--- config.mk ---
export PLATFORM = sky130hd
export DESIGN_NAME = mult_arbiter
export DESIGN_NICKNAME = d
export VERILOG_FILES = /design/src/rtl/mult_arbiter.sv
export SDC_FILE = /design/constraint.sdc
export NUM_CORES = 1
export LEC_CHECK = 0
export CAP_MARGIN = 20
export CORE_MARGIN = 2
export CORE_UTILIZATION = 40
export CTS_CLUSTER_DIAMETER = 50
export CTS_CLUSTER_SIZE = 28
export DETAILED_ROUTE_END_ITERATION = 8
export GPL_TIMING_DRIVEN = 0
export PLACE_DENSITY = 0.9
export SLEW_MARGIN = 30
export SYNTH_ARGS = -nofsm -noshare
export SYNTH_HDL_FRONTEND = slang
export SYNTH_SLANG_ARGS = --single-unit
--- constraint.sdc ---
create_clock -name clk -period 3.9 [get_ports clk]
set_input_delay 0.78 -clock clk [delete_from_list [all_inputs] [get_ports clk]]
set_output_delay 0.78 -clock clk [all_outputs]
set_load 0.03 [all_outputs]
--- src/rtl/mult_arbiter.sv ---
// mult_arbiter: two-port round-robin sequencer in front of the 8x8
// sign-magnitude shift-and-add multiplier core. Grants one job at a time,
// loads the core, waits for its finish flag and returns the product with a
// one-cycle acknowledge to the requesting port.
// Optional RUN-state watchdog: define MULT_ARB_TIMEOUT_EN to build it.
module mult_arbiter #(
  parameter int unsigned TIMEOUT_CYCLES = 31
) (
  input  logic        clk,
  input  logic        rst,
  input  logic        req0,
  input  logic        req1,
  input  logic [7:0]  w0,
  input  logic [7:0]  y0,
  input  logic [7:0]  w1,
  input  logic [7:0]  y1,
  output logic        ack0,
  output logic        ack1,
  output logic [15:0] z0,
  output logic [15:0] z1,
  output logic        err0,
  output logic        err1,
  output logic        mul_load,
  output logic [7:0]  mul_w,
  output logic [7:0]  mul_y,
  input  logic        mul_finish,
  input  logic [15:0] mul_z,
  output logic        busy,
  output logic        grant_id
);

  typedef enum logic [1:0] {
    IDLE = 2'd0,
    LOAD = 2'd1,
    RUN  = 2'd2,
    RESP = 2'd3
  } state_t;

  if (TIMEOUT_CYCLES < 9 || TIMEOUT_CYCLES > 255) begin : g_bad_timeout
    $error("mult_arbiter: TIMEOUT_CYCLES must be within 9..255");
  end

  state_t r_state;
  logic   r_last;
  logic   w_any;
  logic   w_pick;
  logic   w_tmo;

`ifdef MULT_ARB_TIMEOUT_EN
  localparam logic [7:0] LP_WDOG_LAST = 8'(TIMEOUT_CYCLES - 1);
  logic [7:0] r_wdog;
  logic       r_err0;
  logic       r_err1;

  assign w_tmo = (r_wdog == LP_WDOG_LAST);
  assign err0  = r_err0;
  assign err1  = r_err1;
`else
  assign w_tmo = 1'b0;
  assign err0  = 1'b0;
  assign err1  = 1'b0;
`endif

  // Round-robin pick: a lone request wins; on a tie the port not served last wins
  always_comb begin
    w_any  = req0 | req1;
    w_pick = 1'b0;
    if (req0 && req1) begin
      w_pick = ~r_last;
    end else begin
      w_pick = req1;
    end
  end

  // Sequencer FSM with registered outputs
  always_ff @(posedge clk) begin
    if (rst) begin
      r_state  <= IDLE;
      r_last   <= 1'b1;
      ack0     <= 1'b0;
      ack1     <= 1'b0;
      z0       <= '0;
      z1       <= '0;
      mul_load <= 1'b0;
      mul_w    <= '0;
      mul_y    <= '0;
      busy     <= 1'b0;
      grant_id <= 1'b0;
`ifdef MULT_ARB_TIMEOUT_EN
      r_wdog   <= '0;
      r_err0   <= 1'b0;
      r_err1   <= 1'b0;
`endif
    end else begin
      ack0     <= 1'b0;
      ack1     <= 1'b0;
      mul_load <= 1'b0;
`ifdef MULT_ARB_TIMEOUT_EN
      r_err0   <= 1'b0;
      r_err1   <= 1'b0;
`endif
      unique case (r_state)
        IDLE: begin
          if (w_any) begin
            grant_id <= w_pick;
            mul_w    <= w_pick ? w1 : w0;
            mul_y    <= w_pick ? y1 : y0;
            mul_load <= 1'b1;
            busy     <= 1'b1;
            r_state  <= LOAD;
          end
        end
        LOAD: begin
`ifdef MULT_ARB_TIMEOUT_EN
          r_wdog  <= '0;
`endif
          r_state <= RUN;
        end
        RUN: begin
          if (mul_finish) begin
            if (grant_id) begin
              z1   <= mul_z;
              ack1 <= 1'b1;
            end else begin
              z0   <= mul_z;
              ack0 <= 1'b1;
            end
            r_state <= RESP;
          end else if (w_tmo) begin
            // Watchdog abort: zero product, err qualifies the ack
            if (grant_id) begin
              z1   <= '0;
              ack1 <= 1'b1;
`ifdef MULT_ARB_TIMEOUT_EN
              r_err1 <= 1'b1;
`endif
            end else begin
              z0   <= '0;
              ack0 <= 1'b1;
`ifdef MULT_ARB_TIMEOUT_EN
              r_err0 <= 1'b1;
`endif
            end
            r_state <= RESP;
          end else begin
`ifdef MULT_ARB_TIMEOUT_EN
            r_wdog <= r_wdog + 8'd1;
`endif
          end
        end
        RESP: begin
          r_last  <= grant_id;
          busy    <= 1'b0;
          r_state <= IDLE;
        end
        default: r_state <= IDLE;
      endcase
    end
  end

endmodule

After elaboration in Yosys (flattened, before gate mapping):

Cells that the tools add are included.

* equality and inequality tests: 5
* muxes and demuxes: 11
* bitwise gates (word level): 6
* reductions and logical operators: 10

Operators by type and width (count)
* 8-bit two-way mux: 2
* 2-bit one-hot mux with 4 select lines: 1
* 2-bit AND reduction: 3
* 3-bit AND reduction: 2
* 1-bit two-way mux: 5
* 1-bit NOT: 5
* 2-bit equality test (second input constant): 2
* 2-bit two-way mux: 2
* 2-bit != test (second input constant): 2
* 3-bit OR reduction: 1
* 2-bit by 1-bit equality test with 1-bit output (second input constant): 1
* 2-bit logical NOT: 1
* 1-bit one-hot mux with 2 select lines: 1
* 2-bit nonzero test: 1
* 2-bit OR reduction: 1
* 1-bit logical AND: 1
* 1-bit OR: 1

* register bits: 56
* input port bits: 53
* output and inout bits: 55
* logic and storage cells: 43

Longest topological paths before layout:

* depth in word-level cells: 3
* mapped depth: 7
* mapped depth without buffers: 5

Least setup slack after synthesis:

Ideal clock, no wire load.

* path kind: input to register
* from: input req1
* to: register mul_w[0]
* setup time: 0.086 ns
* arrival time: 1.477 ns
* required time: 3.814 ns
* path slack: 2.337 ns
* stages: 4
* buffers on the path: 1
* path through: o21ai_2 > buf_4 > a21oi_1 > a211oi_1

* longest elaborated chain between the ends: 3
* elaborated cells between the ends (all ways): 5
* classes of those cells: mux: 2; bitwise: 1; reduce/logical: 2

Ends and longest elaborated chain
* from (decl): RTL line 12 `input logic req1,`
* 1-bit logical AND: RTL line 68 `if (req0 && req1) begin`
* 1-bit two-way mux: RTL line 68
* 8-bit two-way mux: RTL line 106 `mul_w <= w_pick ? w1 : w0;`
* to (signal assigned): RTL line 106
* to (decl): RTL line 24 `output logic [7:0] mul_w,`

Parallel ways exist; a longest one is shown, timed or not.
A chain may end at the register's enable or synchronous reset.

Final worst setup path:

* from: register grant_id
* to: output grant_id

RTL lines
* from (decl): RTL line 29 `output logic grant_id`
* from (signal assigned): RTL line 105 `grant_id <= w_pick;`

No word-level cell between the ends.

==> impl_metrics.json <==
{
  "outcome": "finished clean",
  "hold_path_class": "reg -> reg",
  "crit_family": "buffers and inverters",
  "cts-htree-levels": 2,
  "cp_max_fo": 9,
  "worstMarginPinSlew_ps": 535,
  "leading_cell_types_in_the_layout_fill_and_taps_excluded": "clkdlybuf4s50_1 (105), nand2_1 (82), dfxtp_1 (56)",
  "setup_total_negative_slack_ps": 0,
  "timing.rr.start": "r_state[0]",
  "power.share.clock_pct": 21.2,
  "pwr_density_cell_mw_per_mm2": 584,
  "synthTopCellsByArea": "dfxtp_1 (51%), nand2_1 (14%), a21oi_1 (11%), a211oi_1 (5.1%), nor2_1 (3.4%)",
  "fin_skew_ps": 3.39,
  "grt_start_max_net_pins": 17,
  "min_delay_path_depth": 2,
  "power.combinational.fraction_pct": 42.3,
  "min-delay-start": "z1[10]",
  "rr_worst_depth": 6,
  "whs_endpoint": "z1[10]",
  "synth_cells": 270,
  "drt_pre_antenna_iters": 4,
  "gp_routability_congestion": 0.809,
  "drtIter0Drc": 65,
  "grt_first_pass_wirelength_um": 9200,
  "clock_tree.root_cell": "clkbuf_8",
  "finalCritPeriodShare_pct": 58.4,
  "tritoncts": "done",
  "final_period_minus_worst_setup_slack_ps": 2280,
  "timing.critical_path.slowest_stage_cell": "clkdlybuf4s50_1",
  "worst_setup_path_end_kind": "output pin",
  "port_buffers": 105,
  "clock_latency_of_the_later_clocked_register_in_the_worst_skew_pair_ps": 300,
  "register_area_share_after_synthesis_pct": 50.6,
  "antennaDiodeCount": 0,
  "drv.max_cap_violation_count": 0,
  "cellLeakagePower_nw": 1.29,
  "postCtsResizedCells": 0,
  "avgRoutedWirePerCell_um": 13.0,
  "rsz_0062_raised_after_global_routing": "no",
  "timing.reg2reg.setup_slack_ps": 2200,
  "post_synth_instance_area_mm2": 0.00222,
  "mostFrequentLayoutCell": "clkdlybuf4s50_1",
  "number_of_antenna_violations_at_the_first_check_in_global_routing": 0,
  "cp_cell_sequence": "clkdlybuf4s50_1",
  "synth_top_area_share_pct": 50.6,
  "timing.rr.end": "z1[8]",
  "layout.nets": 441,
  "fp-row-count": 27,
  "die_width_um": 78.5,
  "power.net_switching_mw": 0.738,
  "top_level_port_count": 108,
  "viasPerCell": 4.89,
  "seq_power_share_pct": 36.5,
  "sw_frac_of_total_pct": 36.2,
  "cts_hold_buffers": 0,
  "antenna_violating_nets_post_route": 0,
  "clkSinkCount": 56,
  "timing.critical_path.required_ps": 3120,
  "grt_pass1_vias": 2109,
  "critical_path_class": "reg -> out",
  "cts_inserted_buffers": 5,
  "fill_cells": 475,
  "utilization_pct": 64.2,
  "maxSlewHeadroom_pct": 64.4,
  "drive_gt1_share_pct": 5.74,
  "yosys_register_bits": 56,
  "die-area_mm2": 0.00615,
  "drt_drc_violations_left": 0,
  "post-dp-hpwl_um": 4560,
  "setup_viol": 0,
  "grt_remaining_overflow": 0,
  "clock_pin_slew_on_the_worst_setup_and_hold_paths_ps": 90,
  "cp_slowest_stage_delay_ps": 720,
  "synth_area_per_cell_um2": 8.21,
  "critical_path_arrival_ps": 1500,
  "synthDominantAreaCellType": "dfxtp_1",
  "floorplan.die.height_um": 78.5,
  "track_usage_pct": 18.7,
  "post_cts_buffers": 0,
  "final_max_slew_viol_count": 0,
  "fmax_mhz": 439,
  "crit_path_start_kind": "flop",
  "initial_core_util_pct": 40.8,
  "layout.area.seq_mm2": 0.00112,
  "synth-warning-count": 0,
  "coreArea_mm2": 0.00544,
  "netlist-cell-type-count": 32,
  "hold_viol": 0,
  "syn_to_final_growth_pct": 57.4,
  "timing.critical_path.buf_inv": 1,
  "p_int_mw": 1.30,
  "vdd.ir_drop.worst_mv": 0.377,
  "multi_input_gate_area_um2": 985,
  "detail_route.wirelength_um": 5910,
  "maximum_buffer_depth_of_the_clock_tree": 2,
  "detailed_route_via_count": 2227
}
[final cells by class]
| cell class | instances | area share (%) |
|---|---|---|
| inverter | 2 | 0.215 |
| buffer | 19 | 3.08 |
| timing repair buffer | 105 | 30.1 |
| sequential | 56 | 32.1 |
| clock inverter | 2 | 1.72 |
| clock buffer | 5 | 1.97 |
| tap | 72 | 2.58 |
| multi-input combinational | 194 | 28.2 |
[per-stage QoR]
stage / std cells / worst slack, ps / hold slack (ps) / cell area [um2] / power (mW)
floorplan: 271 / 2340 / 521 / 2220 / 1.28
global placement: 448 / 1550 / 443 / 3360 / 1.59
detailed placement: 448 / 1510 / 448 / 3360 / 1.62
CTS: 455 / 1600 / 462 / 3490 / 2.05
global route: 455 / 1550 / 485 / 3490 / 2.16
finish: 455 / 1620 / 462 / 3490 / 2.04
[sequential cells by signal (all words and copies together) (netlist names)]
register,flops
mul_load,1
grant_id,1
ack0,1
r_last,1
ack1,1
busy,1
mul_w,8
z1,16
r_state,2
mul_y,8
z0,16
[cells by family (layout without fill, tap and decap cells)]
group	after synthesis	in the layout	share of synthesized area [%]
compound gates	74	74	20.5
fa+ha+maj	5	5	2.82
buf+inv	21	133	5.19
flops	56	56	50.6
other cells	1	2	0.169
simple gates	113	113	20.8
[routing by layer]
layer / global-route usage, % / vias to the layer above / wire [um]
met5: 0 / - / 0
met4: 5.61 / 0 / 89
met3: 6.32 / 9 / 413
met2: 34.2 / 75 / 2920
met1: 20.3 / 1019 / 2490
li1: - / 1124 / -
[worst max path at each step]
stage               startpoint        to  slack, ps  depth (start not counted)
floorplan                 req1  mul_w[0]       2340                          4
global placement           rst      ack0       1550                          4
detailed placement         rst  mul_w[4]       1510                          4
CTS                   grant_id  grant_id       1600                          1
global route          grant_id  grant_id       1550                          1
finish                grant_id  grant_id       1620                          1
[power by group through the flow]
stage	Combinational, mW	Sequential [mW]	Clock, mW
6_report	0.863	0.745	0.433
5_1_grt	0.932	0.759	0.464
4_1_cts	0.868	0.746	0.439
3_5_place_dp	0.865	0.758	0
3_3_place_gp	0.841	0.754	0
2_1_floorplan	0.346	0.938	0
[Yosys cell counts, drive strengths merged]
library cell and n:
nor3b 2, a21oi 49, conb 1, and3b 1, a21bo 1, inv 2
dfxtp 56, o21ai 1, nor2 20, clkbuf 7, nand2 82, nand3b 1
buf 12, a21boi 1, a22oi 1, nand3 1, and3 1, ha 5
or4 1, a211o 1, o31ai 2, nor2b 2, or4b 1, a211oi 16
o21bai 1, nor3 1, o21a 1
No activity file was read; power rests on OpenSTA's default activity.
